**src/rtl/esfa_cmd_assembler.sv**
```systemverilog
// Byte-stream framer for the ESFA 48-bit command word: header, six payload bytes,
// XOR checksum, inter-byte timeout, valid/ready hand-off.
module esfa_cmd_assembler #(
  parameter logic [7:0] HEADER_BYTE    = 8'hA5,
  parameter int         TIMEOUT_CYCLES = 1000,
  parameter int         CNT_W          = 16
) (
  input  logic        clk,
  input  logic        rst,
  input  logic [7:0]  byte_in,
  input  logic        byte_valid,
  output logic        byte_ready,
  output logic [47:0] cmd_data,
  output logic        cmd_valid,
  input  logic        cmd_ready,
  output logic        err_checksum,
  output logic        err_timeout,
  output logic [7:0]  frame_count
);

  typedef enum logic [1:0] {ST_IDLE, ST_COLLECT, ST_CHECK, ST_ISSUE} state_t;

  localparam logic [CNT_W-1:0] TMO_LAST = CNT_W'(TIMEOUT_CYCLES - 1);

  state_t           state, state_n;
  logic [2:0]       idx, idx_n;
  logic [7:0]       xor_acc, xor_n;
  logic [47:0]      data_n;
  logic [CNT_W-1:0] tmo_cnt, cnt_n;
  logic             ck_err_n, to_err_n;
  logic [7:0]       fc_n;
  logic             xfer;

  // Only ISSUE stalls the byte stream; every other state consumes bytes.
  assign byte_ready = (state != ST_ISSUE);
  assign cmd_valid  = (state == ST_ISSUE);
  assign xfer       = byte_valid & byte_ready;

  always_ff @(posedge clk) begin
    if (rst) begin
      state        <= ST_IDLE;
      idx          <= '0;
      xor_acc      <= '0;
      cmd_data     <= '0;
      tmo_cnt      <= '0;
      err_checksum <= 1'b0;
      err_timeout  <= 1'b0;
      frame_count  <= '0;
    end else begin
      state        <= state_n;
      idx          <= idx_n;
      xor_acc      <= xor_n;
      cmd_data     <= data_n;
      tmo_cnt      <= cnt_n;
      err_checksum <= ck_err_n;
      err_timeout  <= to_err_n;
      frame_count  <= fc_n;
    end
  end

  always_comb begin
    state_n  = state;
    idx_n    = idx;
    xor_n    = xor_acc;
    data_n   = cmd_data;
    cnt_n    = tmo_cnt;
    ck_err_n = 1'b0;
    to_err_n = 1'b0;
    fc_n     = frame_count;

    unique case (state)
      ST_IDLE: begin
        cnt_n = '0;
        if (xfer && byte_in == HEADER_BYTE) begin
          state_n = ST_COLLECT;
          idx_n   = '0;
          xor_n   = '0;
        end
      end

      ST_COLLECT: begin
        if (xfer) begin
          // Header value inside the payload is plain data; no resync.
          data_n[{idx, 3'b000} +: 8] = byte_in;
          xor_n = xor_acc ^ byte_in;
          cnt_n = '0;
          if (idx == 3'd5) state_n = ST_CHECK;
          else             idx_n   = idx + 3'd1;
        end else if (tmo_cnt == TMO_LAST) begin
          to_err_n = 1'b1;
          cnt_n    = '0;
          state_n  = ST_IDLE;
        end else begin
          cnt_n = tmo_cnt + 1'b1;
        end
      end

      ST_CHECK: begin
        if (xfer) begin
          cnt_n = '0;
          if (byte_in == xor_acc) begin
            state_n = ST_ISSUE;
          end else begin
            ck_err_n = 1'b1;
            state_n  = ST_IDLE;
          end
        end else if (tmo_cnt == TMO_LAST) begin
          to_err_n = 1'b1;
          cnt_n    = '0;
          state_n  = ST_IDLE;
        end else begin
          cnt_n = tmo_cnt + 1'b1;
        end
      end

      ST_ISSUE: begin
        // No timeout here: the command waits for the consumer indefinitely.
        if (cmd_ready) begin
          fc_n    = frame_count + 8'd1;
          state_n = ST_IDLE;
        end
      end

      default: state_n = ST_IDLE;
    endcase
  end

endmodule

```
**config.mk**
```make
export PLATFORM = sky130hd
export DESIGN_NAME = esfa_cmd_assembler
export DESIGN_NICKNAME = d
export VERILOG_FILES = /design/src/rtl/esfa_cmd_assembler.sv
export SDC_FILE = /design/constraint.sdc
export NUM_CORES = 1
export LEC_CHECK = 0
export ABC_AREA = 1
export CORE_UTILIZATION = 35
export DETAILED_ROUTE_END_ITERATION = 8
export PLACE_DENSITY = 0.53
export SETUP_SLACK_MARGIN = 0.05
export SYNTH_ARGS = -nofsm -noshare
export SYNTH_HDL_FRONTEND = slang
export SYNTH_SLANG_ARGS = --single-unit
```
**constraint.sdc**
```tcl
create_clock -name clk -period 2.49 [get_ports clk]
set_input_delay 0.498 -clock clk [delete_from_list [all_inputs] [get_ports clk]]
set_output_delay 0.498 -clock clk [all_outputs]
set_load 0.01 [all_outputs]
```
# After elaboration in Yosys (flattened, before gate mapping)
# Index checks and enable logic that the tools add are counted.
dict set report op_classes {
  add_sub_neg 4
  n_eq_ne 13
  n_shift 2
  muxes 21
  bitwise_logic 5
  reduce_logical 12
}
# operator n
set ops {}
lappend ops {{$bwmux W48} 1}
lappend ops {{$shift A8 B8 Y48 const A} 1}
lappend ops {{$shiftx A8 B8 Y48} 1}
lappend ops {{$mux W16} 2}
lappend ops {{$pmux W16 S2} 1}
lappend ops {{$add A16 B1 Y16 const B} 1}
lappend ops {{$eq A16 B10 Y1 const B} 1}
lappend ops {{$mux W8} 2}
lappend ops {{$pmux W8 S2} 1}
lappend ops {{$mux W2} 7}
lappend ops {{$mux W3} 3}
lappend ops {{$add A8 B1 Y8 const B} 1}
lappend ops {{$eq A8 B8 Y1} 1}
lappend ops {{$eq A8 B8 Y1 const B} 1}
lappend ops {{$ne A2 B2 Y1 const B} 4}
lappend ops {{$neg A6 Y8} 1}
lappend ops {{$pmux W2 S4} 1}
lappend ops {{$xor A8 B8 Y8} 1}
lappend ops {{$pmux W3 S2} 1}
lappend ops {{$reduce_and A3 Y1} 2}
lappend ops {{$reduce_or A3 Y1} 2}
lappend ops {{$eq A2 B2 Y1 const B} 2}
lappend ops {{$reduce_and A2 Y1} 2}
lappend ops {{$reduce_and A4 Y1} 1}
lappend ops {{12 further kinds} 16}
dict set report word_totals {
  regBits 87
  input_bits 12
  out_inout_bits 60
  elab_cells 65
}

# Logic depth before layout (Yosys ltp)
dict set report logic_depth {
  ltp_word 5
  mapped_depth 11
  mapped_depth_nobuf 11
}

# Worst setup path before layout
# OpenSTA, ideal clock, no wires.
dict set report synth_path {
  path_kind {reg2reg}
  startpoint {register idx[0]}
  endpoint {register cmd_data[20]}
  setup_ps 78
  t_arrival_ps 1771
  path_slack_ps 641
  stages_incl_launch_ff 8
  n_path_buf 0
  period_less_slack_ps 1849
  cell_sequence {dfxtp_1 inv_2 ha_1 ha_1 inv_1 nor3_2 a21oi_1 nor3_1}
}
dict set report synth_via {
  elab_chain_len 3
  elab_cells_between_ends 4
  cone_classes {1 x add/sub; 2 x shift; 1 x mux}
}
# element line
set synth_lines {}
lappend synth_lines {{start: declaration} 26} ;# logic [2:0] idx, idx_n;
lappend synth_lines {{start signal: assignment} 51} ;# idx <= idx_n;
lappend synth_lines {{$neg A6 Y8 (*)} 84} ;# data_n[{idx, 3'b000} +: 8] = byte_in;
lappend synth_lines {{$shiftx A8 B8 Y48 or $shift A8 B8 Y48 (tied branches)} 84}
lappend synth_lines {{$bwmux W48 (*)} 84}
lappend synth_lines {{end signal: assignment} 53} ;# cmd_data <= data_n;
lappend synth_lines {{end: declaration} 13} ;# output logic [47:0] cmd_data,
# Mark *: on every way between the ends. The rest lies on a longest branch, timed or not.
# A chain may end at the register's enable or synchronous reset.

# Final worst setup path
dict set report layout_path {
  startpoint {register state[0]}
  endpoint {output port byte_ready}
}
dict set report layout_via {
  elab_chain_len 1
}
# element line
set layout_lines {}
lappend layout_lines {{start: declaration} 25} ;# state_t state, state_n;
lappend layout_lines {{start signal: assignment} 50} ;# state <= state_n;
lappend layout_lines {{$ne A2 B2 Y1} 35} ;# assign byte_ready = (state != ST_ISSUE);
lappend layout_lines {{end: declaration} 12} ;# output logic byte_ready,
# Every way passes these cells.

==> key figures <==
Status
  • Status: completed

GRT
  • First-pass GRT wire length: 17400 um
  • Total global routing overflow: 0
  • GRT Total Usage: 19.0%
  • Layer with the highest usage: met2
  • Initial antenna violation count: 0
  • GRT met2 Usage: 29.1%
  • Vias in the first global route: 3555
  • Largest net degree at the start of global routing: 54
  • Met1 global-route usage: 24.9%
  • Met3 Use GR: 6.29%

Setup path
  • Critical Path Fanout Max: 6
  • Worst setup EP type: output pin
  • WP data required: 1990 ps
  • Startpoint Class: flop
  • Crit Path Class: reg2out
  • Critical Path AT: 1620 ps

Layout
  • Register area: 0.00174 sq mm
  • Finished Cell Area: 0.00530 sq mm
  • Multi-input gate area: 0.00202 sq mm
  • Fillers: 1167
  • Most common cell after layout, fill and taps aside: nand2_1
  • Layout cells sized above 1: 10.0%
  • Fin util: 46.4%
  • Final net count: 657
  • Final Non-Filler Cells: 781
  • Ant diodes: 0
  • Most frequent cells in the layout: nand2_1, dfxtp_1, nor2_1
  • P&R area growth vs syn: 29.0%

STA
  • Final hold vios: 0
  • Unrepaired setup endpoints after global routing: false
  • Clock Skew: 3.61 ps
  • Hold WS: 470 ps
  • Worst setup margin: 377 ps
  • Crit path time final: 2110 ps
  • TNS Setup: 0 ps
  • Worst slew margin: 66.0%
  • Count of pins over their slew limit: 0
  • Slew @ Worst Pin: 510 ps
  • Period utilisation layout: 84.9%
  • Setup-failing EPs final: 0
  • FMAX: 0.473 GHz

Synth
  • Asr flop ratio synth: 0%
  • Synthesized area per cell: 7.35 sq um
  • Ys Warns: 0
  • Synth Register Bits: 87
  • Netlist cell types: 39
  • Post-synth EDFFs: 0
  • Mapped Nets: 583
  • Register area share after synthesis: 42.4%
  • Leading register cell type out of synthesis: dfxtp_1
  • Post-Syn Area: 0.00411 sq mm
  • Cells after Synth: 559

Detailed routing
  • Via Count: 3795
  • Residual DRC: 0
  • Wirelength per Cell: 13.8 um
  • Total iterations of the first detailed-routing run: 5
  • Vias per cell: 4.86
  • Post-Route WL: 10800 um
  • Iter 0 DRT Violations: 214
  • Post-route antenna net violation count: 0

Clocking
  • Max clock buf depth: 2
  • CTS Hold Buffers Added: 0
  • CTS root buffer: clkbuf_16
  • Clock-pin slew on the worst setup and hold paths: 60 ps
  • Num CTS Buffers: 9
  • CTS Sinks: 87
  • H-tree levels: 3
  • Setup bufs post-CTS: 0
  • # resized after CTS: 0
  • CTS tree: yes
  • Worst-Skew Late Latency: 340 ps

Placement
  • Pre-CTS setup slack: 186 ps
  • Port bufs: 71
  • GP Congestion: 0.869
  • Dpl hpwl: 7810 um
  • Dpl cells: 765
  • Placed Area: 0.00497 sq mm

Die
  • FP Rows: 39
  • Die height: 110 um
  • Die area: 0.0122 sq mm
  • Top Ports: 72
  • Chip width: 110 um
  • Core area: 0.0114 sq mm
  • Initial Utilization: 36.0%

Hold path
  • HP Class: reg2reg

Power and ir drop
  • LEAKAGE: 2.03 nW
  • Final Power: 3.40 mW
  • Power Dens Cells: 641 mW/mm^2
  • Worst VDD drop: 0.000378 V

Job
  • # Max-Cap Violations: 0
==> worst max-delay path: stages (launching register included) <==
cell and delay (ps):
dfxtp_1 370, ha_1 260, inv_2 100, clkdlybuf4s50_1 540
==> power breakdown <==
group          internal, mW  switching (mW)  leakage [nW]
clock network         0.932           0.560         0.158
logic                 0.156           0.292          1.17
registers              1.43          0.0267         0.701
total                  2.52           0.880          2.03
==> state kept, by name, indices dropped and copies added (netlist names) <==
register	flops
err_checksum	1
cmd_data	48
tmo_cnt	16
idx	3
frame_count	8
state	2
xor_acc	8
err_timeout	1
==> kinds of logic (layout without fill, tap and decap cells) <==
logic type | after synthesis | in the layout | synth area share [%]
XOR/XNOR | 2 | 2 | 0.426
AO/OA/AOI/OAI | 129 | 129 | 17.3
flip-flops | 87 | 87 | 42.4
buffers and inverters | 83 | 162 | 8.52
AND/OR/NAND/NOR | 246 | 246 | 27.8
adder cells (fa/ha/maj) | 12 | 12 | 3.65
==> routing by layer <==
layer	up-vias	wire length, um
met1	1726	5230
met3	12	588
met2	88	4830
met5	-	0
met4	0	155
li1	1969	-
==> cells in the mapped netlist, types with 3 or more instances <==
| cell type | instances | share of area (%) |
|---|---|---|
| nand2_1 | 109 | 10 |
| dfxtp_1 | 87 | 42 |
| nor2_1 | 81 | 7.4 |
| a21oi_1 | 60 | 7.3 |
| inv_1 | 53 | 4.8 |
| o21ai_0 | 47 | 5.7 |
| ha_1 | 12 | 3.7 |
| inv_2 | 12 | 1.1 |
| nand3_1 | 12 | 1.5 |
| nor3_1 | 10 | 1.2 |
| nand4_1 | 9 | 1.4 |
| clkbuf_1 | 7 | 0.64 |
| o21ai_1 | 7 | 0.85 |
| nor3_2 | 6 | 1.5 |
| buf_2 | 4 | 0.49 |
| buf_4 | 3 | 0.55 |
| buf_6 | 3 | 0.82 |
| nor3b_1 | 3 | 0.55 |
==> path summary, 6_finish.rpt <==
| check | cells after the start | end | from | slack, ps |
|---|---|---|---|---|
| worst max register to register | 7 | xor_acc[3] | state[0] | 480 |
| worst min register to register | 2 | frame_count[2] | frame_count[2] | 470 |
| worst min-delay path | 2 | frame_count[2] | frame_count[2] | 470 |
| worst max-delay path | 3 | byte_ready | state[0] | 380 |
==> final cells by class <==
| class | count | share of cell area (%) |
|---|---|---|
| inverter | 65 | 4.60 |
| timing repair buffer | 81 | 14.8 |
| sequential | 87 | 32.8 |
| tap | 143 | 3.37 |
| clock inverter | 5 | 1.51 |
| multi-input combinational | 389 | 38.1 |
| clock buffer | 11 | 4.77 |
Power figures use the tool's default switching activity.
